File: config.mk
export PLATFORM = sky130hd
export DESIGN_NAME = timer_expiry_queue_flat
export DESIGN_NICKNAME = d
export VERILOG_FILES = /design/src/rtl/timer_expiry_queue_pkg.sv /design/src/rtl/timer_expiry_queue_if.sv /design/src/rtl/timer_expiry_queue_ram.sv /design/src/rtl/timer_expiry_queue.sv /design/src/flat_wrapper.sv
export SDC_FILE = /design/constraint.sdc
export NUM_CORES = 1
export LEC_CHECK = 0
export CORE_UTILIZATION = 50
export CTS_CLUSTER_SIZE = 16
export DETAILED_ROUTE_END_ITERATION = 12
export DONT_BUFFER_PORTS = 1
export PLACE_DENSITY = 0.65
export SETUP_SLACK_MARGIN = 0.2
export SLEW_MARGIN = 20
export SYNTH_ARGS = -nofsm -noshare
export SYNTH_HDL_FRONTEND = slang
export SYNTH_SLANG_ARGS = --single-unit
File: constraint.sdc
create_clock -name aclk -period 7.15 [get_ports aclk]
set_input_delay 0.3575 -clock aclk [delete_from_list [all_inputs] [get_ports aclk]]
set_output_delay 0.3575 -clock aclk [all_outputs]
set_load 0.02 [all_outputs]
File: src/rtl/timer_expiry_queue_pkg.sv
// Shared widths and defaults for the timer expiry queue.
// Optional latency monitor: TMR_EXPIRY_LATENCY_EN (see timer_expiry_queue.sv).
package timers_pkg;

  localparam int lp_ADDRESS_WIDTH = 32;
  localparam int lp_TICK_WIDTH    = 32;
  localparam int lp_DEPTH         = 16;
  localparam int lp_PTR_W         = $clog2(lp_DEPTH) + 1;
  localparam int lp_LATE_LIMIT    = 4;

  // Pointer width for a power-of-two queue: one extra bit tells full from empty
  function automatic int ptr_width(input int depth);
    return $clog2(depth) + 1;
  endfunction

endpackage

File: src/rtl/timer_expiry_queue_if.sv
// Show-ahead event port between the expiry queue (master) and the timer service (slave).
// Optional feature macro TMR_EXPIRY_LATENCY_EN does not change this interface.
interface timer_expiry_queue_if #(
  parameter int C_ADDRESS_WIDTH = 32,
  parameter int C_TICK_WIDTH    = 32
);
  logic                       evtValid_out;
  logic                       evtReady_in;
  logic [C_ADDRESS_WIDTH-1:0] evtPointer_out;
  logic [C_TICK_WIDTH-1:0]    evtTick_out;

  modport master (output evtValid_out, evtPointer_out, evtTick_out, input evtReady_in);
  modport slave  (input evtValid_out, evtPointer_out, evtTick_out, output evtReady_in);
endinterface

File: src/rtl/timer_expiry_queue_ram.sv
// tmr_evt_ram: distributed event store, synchronous write and asynchronous read.
// Unaffected by TMR_EXPIRY_LATENCY_EN.
module tmr_evt_ram #(
  parameter int C_DEPTH = 16,
  parameter int C_WIDTH = 64
) (
  input  logic                       aclk,
  input  logic                       we,
  input  logic [$clog2(C_DEPTH)-1:0] waddr,
  input  logic [C_WIDTH-1:0]         wdata,
  input  logic [$clog2(C_DEPTH)-1:0] raddr,
  output logic [C_WIDTH-1:0]         rdata
);

  logic [C_WIDTH-1:0] mem_r [C_DEPTH];

  // Write port
  always_ff @(posedge aclk) begin
    if (we) begin
      mem_r[waddr] <= wdata;
    end
  end

  assign rdata = mem_r[raddr];

endmodule

File: src/rtl/timer_expiry_queue.sv
// Expiry-event FIFO with drop accounting and threshold IRQ.
// Macro TMR_EXPIRY_LATENCY_EN adds evtLate_out/lateFlag_out latency monitoring.
module timer_expiry_queue
  import timers_pkg::*;
#(
  parameter int C_ADDRESS_WIDTH = lp_ADDRESS_WIDTH,
  parameter int C_TICK_WIDTH    = lp_TICK_WIDTH,
  parameter int C_DEPTH         = lp_DEPTH,
  parameter int C_IRQ_THRESH    = 1,
`ifdef TMR_EXPIRY_LATENCY_EN
  parameter int C_LATE_LIMIT    = lp_LATE_LIMIT,
`endif
  parameter int C_DROP_WIDTH    = 8
) (
  input  logic                       aclk,
  input  logic                       areset,
  input  logic                       expire_in,
  input  logic [C_ADDRESS_WIDTH-1:0] expPointer_in,
  input  logic [C_TICK_WIDTH-1:0]    tick_in,
  input  logic                       flush_in,
  input  logic                       ovfClr_in,
  timer_expiry_queue_if.master       evt,
`ifdef TMR_EXPIRY_LATENCY_EN
  output logic [C_TICK_WIDTH-1:0]    evtLate_out,
  output logic                       lateFlag_out,
`endif
  output logic [$clog2(C_DEPTH):0]   count_out,
  output logic                       irq_out,
  output logic                       ovf_out,
  output logic [C_DROP_WIDTH-1:0]    dropCnt_out
);

  localparam int lp_PW = ptr_width(C_DEPTH);
  localparam int lp_AW = lp_PW - 1;
  localparam int lp_EW = C_ADDRESS_WIDTH + C_TICK_WIDTH;
  localparam logic [lp_PW-1:0] lp_ONE = lp_PW'(1);
  localparam logic [lp_PW-1:0] lp_THRESH = lp_PW'(C_IRQ_THRESH);
  localparam logic [C_DROP_WIDTH-1:0] lp_DROP_MAX = {C_DROP_WIDTH{1'b1}};

  logic [lp_PW-1:0]        wr_ptr_r, rd_ptr_r, count_r;
  logic [lp_PW-1:0]        wr_ptr_nxt_s, rd_ptr_nxt_s, count_nxt_s;
  logic                    irq_r, ovf_r, ovf_nxt_s;
  logic [C_DROP_WIDTH-1:0] drop_cnt_r, drop_cnt_nxt_s;
  logic                    full_s, empty_s, pop_s, push_s, drop_s, we_s;
  logic [lp_EW-1:0]        rdata_s;

  assign full_s  = (wr_ptr_r[lp_PW-1] != rd_ptr_r[lp_PW-1]) &&
                   (wr_ptr_r[lp_AW-1:0] == rd_ptr_r[lp_AW-1:0]);
  assign empty_s = (wr_ptr_r == rd_ptr_r);
  assign pop_s   = !empty_s && evt.evtReady_in;
  assign push_s  = expire_in && (!full_s || pop_s);
  // A push swallowed by flush is neither stored nor counted as a drop
  assign drop_s  = expire_in && full_s && !pop_s && !flush_in;
  assign we_s    = push_s && !flush_in;

  tmr_evt_ram #(
    .C_DEPTH (C_DEPTH),
    .C_WIDTH (lp_EW)
  ) u_ram (
    .aclk  (aclk),
    .we    (we_s),
    .waddr (wr_ptr_r[lp_AW-1:0]),
    .wdata ({expPointer_in, tick_in}),
    .raddr (rd_ptr_r[lp_AW-1:0]),
    .rdata (rdata_s)
  );

  assign evt.evtValid_out   = !empty_s;
  assign evt.evtPointer_out = rdata_s[lp_EW-1:C_TICK_WIDTH];
  assign evt.evtTick_out    = rdata_s[C_TICK_WIDTH-1:0];

  // Next pointers: flush overrides both push and pop
  always_comb begin
    wr_ptr_nxt_s = wr_ptr_r;
    rd_ptr_nxt_s = rd_ptr_r;
    if (flush_in) begin
      wr_ptr_nxt_s = '0;
      rd_ptr_nxt_s = '0;
    end else begin
      if (push_s) begin
        wr_ptr_nxt_s = wr_ptr_r + lp_ONE;
      end else begin
        wr_ptr_nxt_s = wr_ptr_r;
      end
      if (pop_s) begin
        rd_ptr_nxt_s = rd_ptr_r + lp_ONE;
      end else begin
        rd_ptr_nxt_s = rd_ptr_r;
      end
    end
    count_nxt_s = wr_ptr_nxt_s - rd_ptr_nxt_s;
  end

  // Overflow bookkeeping: a drop outranks a same-cycle clear
  always_comb begin
    ovf_nxt_s      = ovf_r;
    drop_cnt_nxt_s = drop_cnt_r;
    if (drop_s) begin
      ovf_nxt_s = 1'b1;
      if (ovfClr_in) begin
        drop_cnt_nxt_s = {{(C_DROP_WIDTH-1){1'b0}}, 1'b1};
      end else if (drop_cnt_r != lp_DROP_MAX) begin
        drop_cnt_nxt_s = drop_cnt_r + {{(C_DROP_WIDTH-1){1'b0}}, 1'b1};
      end else begin
        drop_cnt_nxt_s = drop_cnt_r;
      end
    end else if (ovfClr_in) begin
      ovf_nxt_s      = 1'b0;
      drop_cnt_nxt_s = '0;
    end else begin
      ovf_nxt_s      = ovf_r;
      drop_cnt_nxt_s = drop_cnt_r;
    end
  end

  // State registers
  always_ff @(posedge aclk or posedge areset) begin
    if (areset) begin
      wr_ptr_r   <= '0;
      rd_ptr_r   <= '0;
      count_r    <= '0;
      irq_r      <= 1'b0;
      ovf_r      <= 1'b0;
      drop_cnt_r <= '0;
    end else begin
      wr_ptr_r   <= wr_ptr_nxt_s;
      rd_ptr_r   <= rd_ptr_nxt_s;
      count_r    <= count_nxt_s;
      irq_r      <= (count_nxt_s >= lp_THRESH);
      ovf_r      <= ovf_nxt_s;
      drop_cnt_r <= drop_cnt_nxt_s;
    end
  end

  assign count_out   = count_r;
  assign irq_out     = irq_r;
  assign ovf_out     = ovf_r;
  assign dropCnt_out = drop_cnt_r;

`ifdef TMR_EXPIRY_LATENCY_EN
  logic late_flag_r;

  // Modular difference stays correct across tick counter wrap
  assign evtLate_out = tick_in - evt.evtTick_out;

  // Sticky late flag; a late pop outranks a same-cycle clear
  always_ff @(posedge aclk or posedge areset) begin
    if (areset) begin
      late_flag_r <= 1'b0;
    end else if (pop_s && !flush_in && (evtLate_out > C_TICK_WIDTH'(C_LATE_LIMIT))) begin
      late_flag_r <= 1'b1;
    end else if (ovfClr_in) begin
      late_flag_r <= 1'b0;
    end else begin
      late_flag_r <= late_flag_r;
    end
  end

  assign lateFlag_out = late_flag_r;
`endif

endmodule

File: src/flat_wrapper.sv
// flat-port wrapper written by rule: the top's interface ports become plain ports
module timer_expiry_queue_flat import timers_pkg::*;
#(
  parameter int C_ADDRESS_WIDTH = lp_ADDRESS_WIDTH,
  parameter int C_TICK_WIDTH    = lp_TICK_WIDTH,
  parameter int C_DEPTH         = lp_DEPTH,
  parameter int C_IRQ_THRESH    = 1,

  parameter int C_DROP_WIDTH    = 8
)
  (aclk, areset, expire_in, expPointer_in, tick_in, flush_in, ovfClr_in, count_out, irq_out, ovf_out, dropCnt_out, evt_evtValid_out, evt_evtPointer_out, evt_evtTick_out, evt_evtReady_in);
  timer_expiry_queue_if #(.C_ADDRESS_WIDTH(C_ADDRESS_WIDTH), .C_TICK_WIDTH(C_TICK_WIDTH)) evt_i ();
  input  logic aclk;
  input  logic areset;
  input  logic expire_in;
  input  logic [C_ADDRESS_WIDTH-1:0] expPointer_in;
  input  logic [C_TICK_WIDTH-1:0] tick_in;
  input  logic flush_in;
  input  logic ovfClr_in;
  output logic [$clog2(C_DEPTH):0] count_out;
  output logic irq_out;
  output logic ovf_out;
  output logic [C_DROP_WIDTH-1:0] dropCnt_out;
  output wire logic [$bits(evt_i.evtValid_out)-1:0] evt_evtValid_out;
  output wire logic [$bits(evt_i.evtPointer_out)-1:0] evt_evtPointer_out;
  output wire logic [$bits(evt_i.evtTick_out)-1:0] evt_evtTick_out;
  input wire logic [$bits(evt_i.evtReady_in)-1:0] evt_evtReady_in;
  assign evt_evtValid_out = evt_i.evtValid_out;
  assign evt_evtPointer_out = evt_i.evtPointer_out;
  assign evt_evtTick_out = evt_i.evtTick_out;
  assign evt_i.evtReady_in = evt_evtReady_in;
  timer_expiry_queue #(.C_ADDRESS_WIDTH(C_ADDRESS_WIDTH), .C_TICK_WIDTH(C_TICK_WIDTH), .C_DEPTH(C_DEPTH), .C_IRQ_THRESH(C_IRQ_THRESH), .C_DROP_WIDTH(C_DROP_WIDTH)) u_core (.aclk(aclk), .areset(areset), .expire_in(expire_in), .expPointer_in(expPointer_in), .tick_in(tick_in), .flush_in(flush_in), .ovfClr_in(ovfClr_in), .evt(evt_i), .count_out(count_out), .irq_out(irq_out), .ovf_out(ovf_out), .dropCnt_out(dropCnt_out));
endmodule
# After elaboration in Yosys (flattened, before gate mapping)
# Memories as Yosys holds them, arrays and structs flattened.
# Cells that the tools add are included.
# word_totals
ff_bits,25
latchBits,0
mem_bits_rw,1024
rom_bits,0
inputBits,70
wordCells,43
mem_count,1
# classes
add_sub_neg,4
mul,0
div_mod_pow,0
magnitude_cmp,1
n_eq_ne,4
shift,0
n_mux,12
bitwise,0
n_reduce_logical,15
# memory_table
name,depth,width,read_ports,rd_ports_with_merged_regs,wr,line,rtl
u_core.u_ram.mem_r,16,64,1,0,1,timer_expiry_queue_ram.sv:15,logic [C_WIDTH-1:0] mem_r [C_DEPTH];
# op_table
operator,n
2-to-1 mux 8 bit,4
2-to-1 mux 5 bit,4
adder 5 x 1 -> 5 bit (second input constant),2
adder 8 x 1 -> 8 bit (second input constant),1
!= test 8 bit (second input constant),1
logical AND 1 bit,7
== test 5 bit,1
>= comparator 5 x 1 -> 1 bit (second input constant),1
subtractor 5 bit,1
== test 4 bit,1
logical NOT 1 bit,4
2-to-1 mux 1 bit,4
nonzero test 2 bit,2
AND reduction 2 bit,1
logical OR 1 bit,1
!= test 1 bit,1

# Depth between registers and ports, before layout
# logic_depth
ltp_word,9
mapped_depth,14

# Cells and area by module
# A second synthesis with hierarchy kept.
# hier_totals
cells_unflattened,1718
hier_area_um2,39656.8
# modules_own_cells
mod,n_inst,cells_each,area_each_um2,seq_area_each_um2
tmr_evt_ram,1,1583,38300.5,30749.5
timer_expiry_queue,1,135,1356.3,625.6

# Least setup slack after synthesis
# OpenSTA, ideal clock, no wires.
# synth_path
path_type,register -> register
startpoint,register u_core.rd_ptr_r[1]
endpoint,memory u_core.u_ram.mem_r[0][0] (enable)
t_arrival_ps,5668
t_required_ps,6585
slack_ps,917
stages_incl_launch_ff,8
path_buffers,2
path_cell_list,dfrtp_1 > buf_2 > xnor2_1 > and4_1 > buf_4 > a21oi_1 > nand2_1 > nor3_1
# synth_via
elab_chain_cells,8
# synth_rtl
item,line,rtl
start: declaration,timer_expiry_queue.sv:40,"logic [lp_PW-1:0] wr_ptr_r, rd_ptr_r, count_r;"
start signal: assignment,timer_expiry_queue.sv:127,rd_ptr_r <= rd_ptr_nxt_s;
== test 5 bit or == test 4 bit (tied branches),"timer_expiry_queue.sv:49, timer_expiry_queue.sv:48",
logical NOT 1 bit or logical AND 1 bit (tied branches),"timer_expiry_queue.sv:50, timer_expiry_queue.sv:47",
logical AND 1 bit or logical NOT 1 bit (tied branches),"timer_expiry_queue.sv:50, timer_expiry_queue.sv:51",
logical OR 1 bit *,timer_expiry_queue.sv:51,assign push_s = expire_in && (!full_s || pop_s);
logical AND 1 bit *,timer_expiry_queue.sv:51,
logical AND 1 bit *,timer_expiry_queue.sv:54,assign we_s = push_s && !flush_in;
2-to-1 mux 1 bit *,timer_expiry_queue_ram.sv:19,if (we) begin
2-to-1 mux 1 bit (implied by the code) *,timer_expiry_queue_ram.sv:20,mem_r[waddr] <= wdata;
end: declaration,timer_expiry_queue_ram.sv:15,
# Every way passes the cells marked *; elsewhere a longest branch is shown, timed or not.

# Worst setup path in the final report
# layout_path
startpoint,register u_core.rd_ptr_r[0]
endpoint,output port evt_evtTick_out[10]
# layout_via
elab_chain_cells,1
# layout_rtl
item,line,rtl
memory read (16 x 64 bit),-,
end: declaration,flat_wrapper.sv:26,output wire logic [$bits(evt_i.evtTick_out)-1:0] evt_evtTick_out;
# No other way between the ends.

==> flow_metrics.py <==
metrics = {
    "die": {
        "initial_core_util_pct": 50.5,
        "fp-row-count": 103,
        "die_w_microns": 285,
        "core_sq_um": 79000,
        "die_y_microns": 285,
        "num_io_pins": 150,
        "die_area_sq_um": 81000,
    },
    "synth": {
        "synth_cells": 1599,
        "syn_avg_cell_area_sq_um": 25.0,
        "synthArstFlopShare_pct": 2.38,
        "yosys_warnings": 0,
        "yosysSeqAreaShare_pct": 78.6,
        "yosysUniqueCellTypes": 40,
        "synth_edf_count": 1024,
        "synthesis.nets": 1680,
        "syn_area_sq_um": 39900,
        "synth_seq_cells": 1049,
        "synth_top_flop_cell": "edfxtp_1",
    },
    "place": {
        "portBuffers": 0,
        "dpl.cell_count": 2598,
        "placed_cell_area_sq_um": 41300,
        "dp_hpwl_mm": 42.6,
        "place_ws_ps": 2780,
        "gp_congestion": 0.763,
    },
    "timing": {
        "final-hold-violation-count": 0,
        "fin_ws_ps": 2490,
        "timing.final.crit_share_pct": 65.2,
        "setup_viol": 0,
        "rsz0062_at_grt": "no",
        "final_max_slew_viol_count": 0,
        "tns_ps": 0,
        "timing.hold.ws_ps": 44.5,
        "min_period_ps": 4660,
        "max_slew_margin_pct": 29.4,
        "max_freq_mhz": 215,
        "tightest_slew_ps": 1060,
        "skew_ps": 24.8,
    },
    "worst_setup_path": {
        "critical_path_required_ps": 6790,
        "path_cells": "buf_12 > buf_4 > mux4_2 > mux4_2",
        "cp_common_cell": "mux4_2",
        "end_kind": "primary output",
        "cp-start-kind": "flop",
        "path_class": "flop to primary output",
        "slowest_stage": "buf_4",
        "max_stage_delay_ps": 850,
        "rr_startpoint": "u_core.rd_ptr_r[1]$_DFF_PP0_",
        "r2r_cells": 6,
        "reg2reg_to": "u_core.u_ram.mem_r[9][40]$_DFFE_PP_",
        "worstPathArrival_ps": 4300,
        "rrSetupSlack_ps": 3080,
        "cp_max_fo": 92,
    },
    "worst_hold_path": {
        "hp-class": "input pin to flop",
        "holdPathStages": 3,
        "min-delay-start": "expire_in",
        "hold_path_end": "u_core.wr_ptr_r[2]$_DFF_PP0_",
    },
    "cells_and_area": {
        "fin_util_pct": 57.3,
        "fin_nets": 1803,
        "layout-drive-gt1-share_pct": 28.8,
        "final_cell_mix": "edfxtp_1 (1024), mux4_2 (320), clkbuf_16 (105)",
        "syn2layout_area_growth_pct": 13.4,
        "final_common_cell": "edfxtp_1",
        "postLayoutCellArea_sq_um": 45300,
        "final_cells": 2859,
    },
    "clocking": {
        "ctsLongestPathBuffers": 3,
        "clock_sinks": 1049,
        "clkLatencyLatePin_ps": 650,
        "cts.clk_slew.worst_paths_ps": 60,
        "cts-root-buf": "clkbuf_16",
        "cts_buffers": 103,
        "postCtsSetupBuffers": 0,
        "htreeDepth": 3,
        "cts_tree": "done",
    },
    "pwr": {
        "combPwrFrac_pct": 11.1,
        "power.share.switching_pct": 22.5,
        "internal_power_mw": 10.6,
        "p_seq_share_pct": 50.4,
        "power.switching_mw": 3.07,
        "power.density_nw_per_um2": 302,
        "total_power_mw": 13.7,
        "ir_worst_vdd_v": 0.000250,
        "leakage_nw": 13.6,
        "p_clk_share_pct": 38.5,
    },
    "global_routing": {
        "track_usage_pct": 21.0,
        "grt_max_degree": 161,
        "grt_overflow": 0,
        "grt_pass1_vias": 18400,
        "antenna_found_initial": 5,
        "grt_pass1_wl_mm": 124,
    },
    "drt": {
        "dr_total_vias": 17300,
        "ant_nets": 0,
        "drt_wl_total_mm": 82.7,
        "dr.pass1.iters": 5,
        "viasPerCell": 6.05,
        "drt_iter0_markers": 1549,
        "drc": 0,
        "drt-wirelength-per-cell_microns": 28.9,
    },
    "run": {
        "drv_cap": 0,
    },
    "outcome": {
        "status": "finished, final reports clean",
    },
}
[layer usage]
metal  GRT usage, %  part of all wire [%]  vias to the layer above
li1               -                     -                     7168
met1           29.7                    42                     9430
met2           33.4                    49                      566
met3           4.29                   6.4                      133
met4           5.73                   2.3                        4
met5              0                 0.036                        -
[cell families (layout without fill, tap and decap cells)]
family | after synthesis | count (layout) | share of synthesized area (%)
fa+ha+maj | 11 | 11 | 0.364
flops | 1049 | 1049 | 78.6
simple gates | 78 | 78 | 0.978
buf+inv | 90 | 299 | 1.02
xor+xnor | 17 | 17 | 0.392
mux | 324 | 324 | 18.2
other cells | 0 | 1 | 0
compound gates | 30 | 30 | 0.473
[Yosys cell counts (2+ instances only)]
cell | number | share of area (%)
edfxtp_1 | 1024 | 77
or2_2 | 2 | 0.031
o21ai_1 | 2 | 0.025
o31ai_1 | 2 | 0.038
dfrtp_1 | 25 | 1.6
buf_2 | 35 | 0.44
o21ai_0 | 5 | 0.063
buf_1 | 8 | 0.075
buf_6 | 3 | 0.085
and4_1 | 2 | 0.044
or2_1 | 2 | 0.031
nor3_1 | 6 | 0.075
or3_1 | 3 | 0.047
xnor2_1 | 9 | 0.20
xor2_1 | 7 | 0.15
nor2_1 | 28 | 0.26
mux4_2 | 320 | 18
nand2_1 | 11 | 0.10
and3_1 | 3 | 0.047
or4_1 | 3 | 0.056
nand3_1 | 5 | 0.063
inv_1 | 10 | 0.094
nand4_1 | 5 | 0.078
o211ai_1 | 8 | 0.15
mux2i_1 | 3 | 0.075
ha_1 | 10 | 0.31
a21oi_1 | 10 | 0.13
clkbuf_1 | 33 | 0.31
nand2b_1 | 4 | 0.063
[power by group through the flow]
stage	sequential [mW]	clock, mW	combinational (mW)
after global placement	7.02	0	1.44
after CTS	6.89	5.35	1.56
final	6.89	5.25	1.51
after floorplan	6.97	0	1.20
after global routing	6.89	5.58	1.63
after detailed placement	7.02	0	1.45
[sequential cells by signal (all words and copies together) (netlist names)]
signal / count
u_core.rd_ptr_r: 5
u_core.dropCnt_out: 8
u_core.u_ram.mem_r: 1024
u_core.irq_out: 1
u_core.count_out: 5
u_core.ovf_out: 1
u_core.wr_ptr_r: 5
[how the worst max path moves through the flow]
stage	startpoint	to	cells after the start
floorplan	u_core.rd_ptr_r[1]$_DFF_PP0_	u_core.u_ram.mem_r[0][0]$_DFFE_PP_	7
global placement	u_core.rd_ptr_r[2]$_DFF_PP0_	u_core.u_ram.mem_r[8][25]$_DFFE_PP_	6
detailed placement	u_core.rd_ptr_r[2]$_DFF_PP0_	u_core.u_ram.mem_r[9][23]$_DFFE_PP_	6
CTS	u_core.rd_ptr_r[0]$_DFF_PP0_	evt_evtTick_out[10]	4
global route	u_core.rd_ptr_r[0]$_DFF_PP0_	evt_evtTick_out[10]	4
finish	u_core.rd_ptr_r[0]$_DFF_PP0_	evt_evtTick_out[10]	4
[critical path, delay by kind of cell (launching register included)]
kind / cells / cell delay [ps]
buffers and inverters: 2 / 1430
multiplexers: 2 / 1230
flip-flops: 1 / 820
[area by class of cell]
cell class	count	area, sq um
diodes	1	2.50
repair buffers	98	967
well taps	1050	1310
inverters	10	37.5
flip-flops and latches	1049	31400
multi-input cells	460	8240
fillers	5557	33700
clock buffers	137	2800
clock inverters	54	499
[what timing repair did]
item | CTS | global route
hold buffers | 68 | 0
hold endpoints to repair | 1070 | 0
gates resized for setup | 0 | 0
Note: power is estimated with default switching activity, not from simulation.
